[config.mk]
export PLATFORM = sky130hd
export DESIGN_NAME = dmem_arbiter
export DESIGN_NICKNAME = d
export VERILOG_FILES = /design/src/rtl/dmem_arbiter.sv
export SDC_FILE = /design/constraint.sdc
export NUM_CORES = 1
export LEC_CHECK = 0
export ABC_CLOCK_PERIOD_IN_PS = 2200
export BUFFER_PORTS_ARGS = -buffer_cell sky130_fd_sc_hd__buf_2
export CORE_MARGIN = 2
export CORE_UTILIZATION = 45
export CTS_BUF_LIST = sky130_fd_sc_hd__clkbuf_4 sky130_fd_sc_hd__clkbuf_8
export DETAILED_ROUTE_END_ITERATION = 8
export GPL_TIMING_DRIVEN = 0
export PLACE_DENSITY_LB_ADDON = 0.1
export RECOVER_POWER = 100
export SYNTH_ARGS = -nofsm -noshare
export SYNTH_HDL_FRONTEND = slang
export SYNTH_SLANG_ARGS = --single-unit
[constraint.sdc]
create_clock -name clock_i -period 2.2 [get_ports clock_i]
set_input_delay 0 -clock clock_i [delete_from_list [all_inputs] [get_ports clock_i]]
set_output_delay 0 -clock clock_i [all_outputs]
set_load 0.01 [all_outputs]
[src/rtl/dmem_arbiter.sv]
// Two-requester arbiter (CPU priority, DMA anti-starvation) in front of a single-port
// word RAM with one-cycle read latency; each access runs IDLE -> ISSUE -> RESP.
module dmem_arbiter #(
    parameter int ADDR_W     = 14,
    parameter int DATA_W     = 32,
    parameter int STARVE_MAX = 4
) (
    input  logic              clock_i,
    input  logic              reset_i,
    input  logic              cpu_req_i,
    input  logic              cpu_we_i,
    input  logic [31:0]       cpu_addr_i,
    input  logic [DATA_W-1:0] cpu_wdata_i,
    output logic [DATA_W-1:0] cpu_rdata_o,
    output logic              cpu_ack_o,
    input  logic              dma_req_i,
    input  logic              dma_we_i,
    input  logic [31:0]       dma_addr_i,
    input  logic [DATA_W-1:0] dma_wdata_i,
    output logic [DATA_W-1:0] dma_rdata_o,
    output logic              dma_ack_o,
    output logic              mem_we_o,
    output logic [ADDR_W-1:0] mem_addr_o,
    output logic [DATA_W-1:0] mem_wdata_o,
    input  logic [DATA_W-1:0] mem_rdata_i
);

    typedef enum logic [1:0] {S_IDLE, S_ISSUE, S_RESP} state_t;

    localparam logic [3:0] STARVE_LIM = 4'(STARVE_MAX);

    state_t            state_q, state_d;
    logic              owner_q, owner_d;         // 1 = DMA owns the current access
    logic              we_q, we_d;
    logic              in_range_q, in_range_d;
    logic [3:0]        starve_q, starve_d;
    logic              mem_we_q, mem_we_d;
    logic [ADDR_W-1:0] mem_addr_q, mem_addr_d;
    logic [DATA_W-1:0] mem_wdata_q, mem_wdata_d;
    logic [DATA_W-1:0] cpu_rdata_q, cpu_rdata_d;
    logic [DATA_W-1:0] dma_rdata_q, dma_rdata_d;
    logic              cpu_ack_q, cpu_ack_d;
    logic              dma_ack_q, dma_ack_d;

    logic              grant_dma;
    logic              sel_we;
    logic [31:0]       sel_addr;
    logic [31:0]       sel_word;
    logic [DATA_W-1:0] sel_wdata;
    logic              sel_in_range;
    logic [DATA_W-1:0] resp_data;

    // DMA wins only when alone or when the CPU has used up its grant budget.
    assign grant_dma    = dma_req_i && (!cpu_req_i || (starve_q == STARVE_LIM));
    assign sel_we       = grant_dma ? dma_we_i    : cpu_we_i;
    assign sel_addr     = grant_dma ? dma_addr_i  : cpu_addr_i;
    assign sel_wdata    = grant_dma ? dma_wdata_i : cpu_wdata_i;
    assign sel_word     = sel_addr >> 2;
    assign sel_in_range = (sel_word >> ADDR_W) == 32'd0;
    assign resp_data    = in_range_q ? mem_rdata_i : '0;

    always_comb begin
        state_d     = state_q;
        owner_d     = owner_q;
        we_d        = we_q;
        in_range_d  = in_range_q;
        starve_d    = starve_q;
        mem_we_d    = 1'b0;
        mem_addr_d  = mem_addr_q;
        mem_wdata_d = mem_wdata_q;
        cpu_rdata_d = cpu_rdata_q;
        dma_rdata_d = dma_rdata_q;
        cpu_ack_d   = 1'b0;
        dma_ack_d   = 1'b0;
        case (state_q)
            S_IDLE: begin
                if (!dma_req_i || grant_dma) begin
                    starve_d = 4'd0;
                end else if (cpu_req_i && (starve_q != STARVE_LIM)) begin
                    starve_d = starve_q + 4'd1;
                end
                if (cpu_req_i || dma_req_i) begin
                    owner_d     = grant_dma;
                    we_d        = sel_we;
                    in_range_d  = sel_in_range;
                    mem_addr_d  = sel_word[ADDR_W-1:0];
                    mem_wdata_d = sel_wdata;
                    mem_we_d    = sel_we && sel_in_range;
                    state_d     = S_ISSUE;
                end
            end
            S_ISSUE: begin
                state_d = S_RESP;
            end
            S_RESP: begin
                if (owner_q) begin
                    dma_ack_d = 1'b1;
                    if (!we_q) dma_rdata_d = resp_data;
                end else begin
                    cpu_ack_d = 1'b1;
                    if (!we_q) cpu_rdata_d = resp_data;
                end
                state_d = S_IDLE;
            end
            default: state_d = S_IDLE;
        endcase
    end

    always_ff @(posedge clock_i) begin
        if (reset_i) begin
            state_q     <= S_IDLE;
            owner_q     <= 1'b0;
            we_q        <= 1'b0;
            in_range_q  <= 1'b0;
            starve_q    <= 4'd0;
            mem_we_q    <= 1'b0;
            mem_addr_q  <= '0;
            mem_wdata_q <= '0;
            cpu_rdata_q <= '0;
            dma_rdata_q <= '0;
            cpu_ack_q   <= 1'b0;
            dma_ack_q   <= 1'b0;
        end else begin
            state_q     <= state_d;
            owner_q     <= owner_d;
            we_q        <= we_d;
            in_range_q  <= in_range_d;
            starve_q    <= starve_d;
            mem_we_q    <= mem_we_d;
            mem_addr_q  <= mem_addr_d;
            mem_wdata_q <= mem_wdata_d;
            cpu_rdata_q <= cpu_rdata_d;
            dma_rdata_q <= dma_rdata_d;
            cpu_ack_q   <= cpu_ack_d;
            dma_ack_q   <= dma_ack_d;
        end
    end

    assign cpu_rdata_o = cpu_rdata_q;
    assign cpu_ack_o   = cpu_ack_q;
    assign dma_rdata_o = dma_rdata_q;
    assign dma_ack_o   = dma_ack_q;
    assign mem_we_o    = mem_we_q;
    assign mem_addr_o  = mem_addr_q;
    assign mem_wdata_o = mem_wdata_q;

endmodule

## Word level (Yosys, flattened, before mapping)

Index checks and enable logic that the tools add are counted.

| storage, ports and cells | value |
|---|---|
| register bits | 122 |
| input port bits | 166 |
| output and inout port bits | 113 |

| cells by class | value |
|---|---|
| add/subtract/negate cells | 1 |
| eq/ne operators | 5 |
| multiplexer cells | 10 |
| bitwise operators | 5 |
| reductions and logical operators | 17 |

Operator list:

| operator | number |
|---|---|
| 2-to-1 mux 32 bit | 3 |
| logical NOT 32 bit | 1 |
| 2-to-1 mux 4 bit | 2 |
| AND reduction 3 bit | 2 |
| NOT 1 bit | 5 |
| adder 4 x 1 -> 4 bit (second input constant) | 1 |
| == test 4 x 3 -> 1 bit (second input constant) | 1 |
| != test 4 x 3 -> 1 bit (second input constant) | 1 |
| one-hot mux 2 bit (2 select lines) | 1 |
| AND reduction 2 bit | 2 |
| logical AND 1 bit | 3 |
| logical OR 1 bit | 3 |
| 2-to-1 mux 1 bit | 3 |
| OR reduction 3 bit | 1 |
| == test 2 x 1 -> 1 bit (second input constant) | 1 |
| == test 2 bit (second input constant) | 1 |
| logical NOT 1 bit | 2 |
| logical NOT 2 bit | 1 |
| 2-to-1 mux 2 bit | 1 |
| != test 2 bit (second input constant) | 1 |
| nonzero test 2 bit | 1 |
| OR reduction 2 bit | 1 |

## Longest topological paths before layout

| depth | value |
|---|---|
| word-level depth | 6 |
| gate-level depth with buffers | 8 |
| gate-level depth less buffers | 6 |

## Worst setup path before layout

OpenSTA, ideal clock, no wires.

| timing path | value |
|---|---|
| path kind | reg2reg |
| start point | register starve_q[0] |
| end point | register mem_we_q, in the netlist mem_we_o |
| library setup time | 0.070 ns |
| arrival time | 1.469 ns |
| data required time | 2.130 ns |
| path slack | 0.661 ns |
| stages on the path, launching flop included | 8 |
| buffers on the path | 1 |
| cell sequence | dfxtp_1 > inv_1 > ha_1 > nand3b_1 > a21boi_1 > buf_4 > or3b_2 > a21oi_1 |

| on the way | value |
|---|---|
| word-level cells in the longest chain between the ends | 6 |
| elaborated cells between the ends (all ways) | 7 |
| those cells by class | eq/ne (1); mux (2); reduce/logical (4) |

RTL lines:

| item | RTL line | source |
|---|---|---|
| start, declared | 36 | `logic [3:0] starve_q, starve_d;` |
| start signal, assigned | 128 | `starve_q <= starve_d;` |
| == test 4 x 3 -> 1 bit * | 54 | `assign grant_dma = dma_req_i && (!cpu_req_i \|\| (starve_q == STARVE_LIM));` |
| logical OR 1 bit * | 54 |  |
| logical AND 1 bit * | 54 |  |
| 2-to-1 mux 32 bit | 56 | `assign sel_addr = grant_dma ? dma_addr_i : cpu_addr_i;` |
| logical NOT 32 bit | 59 | `assign sel_in_range = (sel_word >> ADDR_W) == 32'd0;` |
| logical AND 1 bit * | 88 | `mem_we_d = sel_we && sel_in_range;` |
| end signal, assigned | 129 | `mem_we_q <= mem_we_d;` |
| end, declared | 37 | `logic mem_we_q, mem_we_d;` |

Every way passes the cells marked *; elsewhere a longest branch is shown, timed or not.
A chain may end at the register's enable or synchronous reset.

## Final worst setup path

| timing path | value |
|---|---|
| start point | register starve_q[0] |
| end point | register mem_wdata_q[19], in the netlist mem_wdata_o[19] |

| on the way | value |
|---|---|
| word-level cells in the longest chain between the ends | 4 |

RTL lines:

| item | RTL line | source |
|---|---|---|
| == test 4 x 3 -> 1 bit | 54 |  |
| logical OR 1 bit | 54 |  |
| logical AND 1 bit | 54 |  |
| 2-to-1 mux 32 bit | 57 | `assign sel_wdata = grant_dma ? dma_wdata_i : cpu_wdata_i;` |
| end signal, assigned | 131 | `mem_wdata_q <= mem_wdata_d;` |
| end, declared | 39 | `logic [DATA_W-1:0] mem_wdata_q, mem_wdata_d;` |

Every way passes these cells.

==> qor.csv <==
stage;metric;value;unit
yosys;area of the mapped netlist;4850;um2
critical_path;endpoint of the worst register-to-register path;mem_wdata_o[19]$_SDFFE_PP0P_;
grt;GRT Total Usage;31.2;%
placed_design;placed standard-cell area;6390;um2
sta;crit path setup slack, layout;-0.0157;ns
critical_path;launching point of the worst reg2reg path;starve_q[0]$_SDFFE_PP0P_;
sta;fin crit period;2.22;ns
clock_network;clock tree from TritonCTS;built;
placed_design;final estimated routing congestion in global placement;0.807;
sta;final setup violation count;2;
critical_path;maximum fanout along the worst path;10;
detailed_routing;Met3 Routed Length;1450;um
detailed_routing;Via Count;5997;
run_status;failing checks;setup timing;
critical_path;Critical Path RT;2.51;ns
detailed_routing;starting DRC count in detailed routing;425;
yosys;Synth warnings;0;
detailed_routing;post-detailed-routing wire length;20200;um
sta;transition time at the pin with the least slew margin;0.563;ns
clock_network;clock root buffer;clkbuf_8;
grt;Congestion Overflow GR;0;
critical_path;critical path buffer and inverter count;4;
final_layout;Layout fillers;737;
final_layout;Post-Layout Inst Area;8100;um2
yosys;sequential area share after synthesis;50.3;%
floorplanning;Initial Util;46.6;%
sta;achievable clock frequency;0.451;GHz
yosys;register bit total from synthesis;122;
sta;hold violation count in the final report;0;
critical_path;cell chain of the critical path;inv_1 -> ha_1 -> nand3b_1 -> a21boi_2 -> buf_6 -> buf_8 -> mux2i_2 -> dlygate4sd3_1 -> o21ai_0;
pwr;Clock power frac;40.5;%
yosys;number of enable-type register cells in the synthesized netlist;0;
placed_design;dpl hpwl;11600;um
detailed_routing;routed via count divided by cell count;5.34;
clock_network;Longest Clk Path Bufs;2;
run_status;result of the run;complete, but fails checks;
sta;Fin Setup TNS;-0.0181;ns
sta;fin. max-slew vios;0;
critical_path;slowest stage cell, crit path;dlygate4sd3_1;
pwr;internal power;4.07;mW
floorplanning;vertical extent of the die;108;um
hold_path;startpoint of the tightest hold check path;dma_req_i;
final_layout;area of the multi-input gates;2130;um2
critical_path;Top Family by Delay on Critical Path;buffers and inverters;
detailed_routing;remaining number of nets flagged by the antenna check after routing;0;
floorplanning;die span in x;108;um
placed_design;dpl cells;959;
yosys;post-synth top area share;50.3;%
sta;unrepaired setup endpoints after global routing;yes;
pwr;total net switching power;1.34;mW
clock_network;number of CTS-inserted buffers;17;
hold_path;end of the worst hold path;starve_q[1]$_SDFFE_PP0P_;
grt;global-route wire length before repair;27800;um
pwr;power density normalized to cell area;668;nW/um2
pwr;standby leakage power;3.30;nW
clock_network;number of levels the H-tree was split into;4;
critical_path;endpoint type of the worst setup path;register;
placed_design;Post-Place Worst Slack;0.481;ns
clock_network;clock-pin slew on the worst setup and hold paths;0.08;ns
yosys;Post-synth top cells;122 x dfxtp_1, 115 x nand2_1, 66 x a21oi_1, 66 x nand3_1, 48 x mux2i_1;
final_layout;share of cells above drive strength 1;23.9;%
hold_path;Hold WC Path Type;in -> reg;
sta;clock skew;0.0210;ns
pwr;Gate power share;15.8;%
detailed_routing;average wire per standard cell;17.9;um
floorplanning;area of the core region;10400;um2
clock_network;Clock Latency Late Sink;0.44;ns
detailed_routing;top layer in use;met4;
flow_run;max capacitance violation total;0;
yosys;syn nets;718;
critical_path;R2R setup slack;-0.02;ns
floorplanning;die outline area;11600;um2
placed_design;PortBufs;273;
critical_path;kind of critical path;reg -> reg;
hold_path;hold depth;4;
detailed_routing;M1 wire length;6860;um
detailed_routing;iteration count of the initial detailed-routing pass;6;
critical_path;number of cells traversed by the worst register-to-register path;9;
yosys;most numerous cell in the Yosys netlist;dfxtp_1;
final_layout;non-filler instance count after layout;1124;
final_layout;final net count;1140;
yosys;cell type with the highest aggregate area in the netlist;dfxtp_1;
grt;largest net degree at the start of global routing;17;
critical_path;Critical Path Start Type;register;
yosys;top cells by area in the synthesized netlist;dfxtp_1 50%, mux2i_1 9.9%, nand2_1 8.9%, a21oi_1 6.8%, nand3_1 6.8%;
grt;via count of the first global-routing pass;5785;
floorplanning;Std-Cell Rows;37;
sta;max-slew headroom at the worst pin;62.1;%
yosys;number of distinct library cells after synthesis;35;
clock_network;number of clock sinks seen by CTS;122;
detailed_routing;sum of met2 wire segment lengths after detailed routing;10200;um
pwr;switching power share of the total;24.8;%
critical_path;data arrival time of the critical path;2.52;ns
critical_path;longest individual stage delay on the worst path;0.58;ns
pwr;maximum VDD drop;0.491;mV
final_layout;layout overhead on the synthesized area;66.8;%
sta;post-route clock period utilization;101;%
detailed_routing;DRC viols;0;
floorplanning;top-level port count;279;
yosys;Post-Synthesis Cells;550;
final_layout;FF/Latch Area;2440;um2
yosys;mean post-synth cell area;8.83;um2
grt;antenna violations before repair;3;
pwr;Sequential Power Share;43.7;%
yosys;commonest register cell after synthesis;dfxtp_1;
sta;worst slack on hold paths;0.0298;ns
yosys;ys async rst share;0;%
[cell families after synthesis]
group	synth area share, %
adders and majority gates	0.515
xor gates and xnor gates	0.541
buffers and inverters	6.55
DFF	50.3
muxes	9.90
and+or+nand+nor	19.6
AOI/OAI and AO/OA	12.6
[metrics by stage]
| stage | total power [mW] | util (%) |
|---|---|---|
| CTS | 5.33 | 77.7 |
| global route | 5.56 | 77.7 |
| global placement | 2.97 | 61.4 |
| detailed placement | 2.99 | 61.4 |
| floorplan | 2.67 | - |
| finish | 5.41 | 77.7 |
[placed cells by master, fill, tap and decap left out, drive strengths merged, types with 48 or more instances in the layout]
master / n
clkbuf: 154
a21oi: 67
o21ai: 48
nand2: 115
dfxtp: 122
mux2i: 48
buf: 190
dlygate4sd3: 119
nand3: 66
[worst max path at each step]
stage	from	to	cells after the start
after floorplan	starve_q[0]$_SDFFE_PP0P_	mem_we_o$_SDFF_PP0_	7
after global placement	starve_q[0]$_SDFFE_PP0P_	mem_wdata_o[10]$_SDFFE_PP0P_	8
after detailed placement	starve_q[0]$_SDFFE_PP0P_	mem_wdata_o[10]$_SDFFE_PP0P_	8
after CTS	starve_q[0]$_SDFFE_PP0P_	mem_wdata_o[0]$_SDFFE_PP0P_	9
after global routing	starve_q[0]$_SDFFE_PP0P_	mem_wdata_o[19]$_SDFFE_PP0P_	9
final	starve_q[0]$_SDFFE_PP0P_	mem_wdata_o[19]$_SDFFE_PP0P_	9
[layout make-up]
type,instances,area share [%]
Multi-Input combinational cell,380,26.4
Clock inverter,8,1.76
Buffer,45,4.14
Tap cell,136,2.10
Sequential cell,122,30.2
Antenna cell,4,0.124
Inverter,3,0.139
Clock buffer,23,3.60
Timing Repair Buffer,403,31.6
[power by group through the flow]
| stage | Clock, mW | Combinational, mW | Sequential, mW |
|---|---|---|---|
| global route | 2.29 | 0.899 | 2.37 |
| finish | 2.19 | 0.854 | 2.37 |
| CTS | 2.20 | 0.783 | 2.35 |
| global placement | 0 | 0.578 | 2.40 |
| floorplan | 0 | 0.238 | 2.44 |
| detailed placement | 0 | 0.591 | 2.40 |
[sequential cells by signal, summed over array words and instances (netlist names)]
| signal | count |
|---|---|
| we_q | 1 |
| starve_q | 4 |
| mem_wdata_o | 32 |
| in_range_q | 1 |
| cpu_ack_o | 1 |
| mem_we_o | 1 |
| owner_q | 1 |
| dma_ack_o | 1 |
| mem_addr_o | 14 |
| cpu_rdata_o | 32 |
| state_q | 2 |
| dma_rdata_o | 32 |
[metal layers]
metal | track usage [%] | vias up
met5 | 0 | -
li1 | - | 2748
met3 | 8.54 | 144
met4 | 21.5 | 0
met1 | 29.1 | 2732
met2 | 58.0 | 373
[worst reg2reg max path, stage by stage, from the launching register on]
cell           delay (ns)
dfxtp_2              0.34
inv_1                0.06
ha_1                 0.15
nand3b_1             0.13
a21boi_2             0.16
buf_6                0.17
buf_8                0.18
mux2i_2              0.25
dlygate4sd3_1        0.58
o21ai_0              0.08
[timing repair]
item | CTS | global route
hold buffers | 127 | 8
resized for setup | 0 | 25
endpoints found under the hold margin | 113 | 8
setup endpoints to repair | 0 | 30
setup buffers | 0 | 2
(Power assumes the default switching activity.)
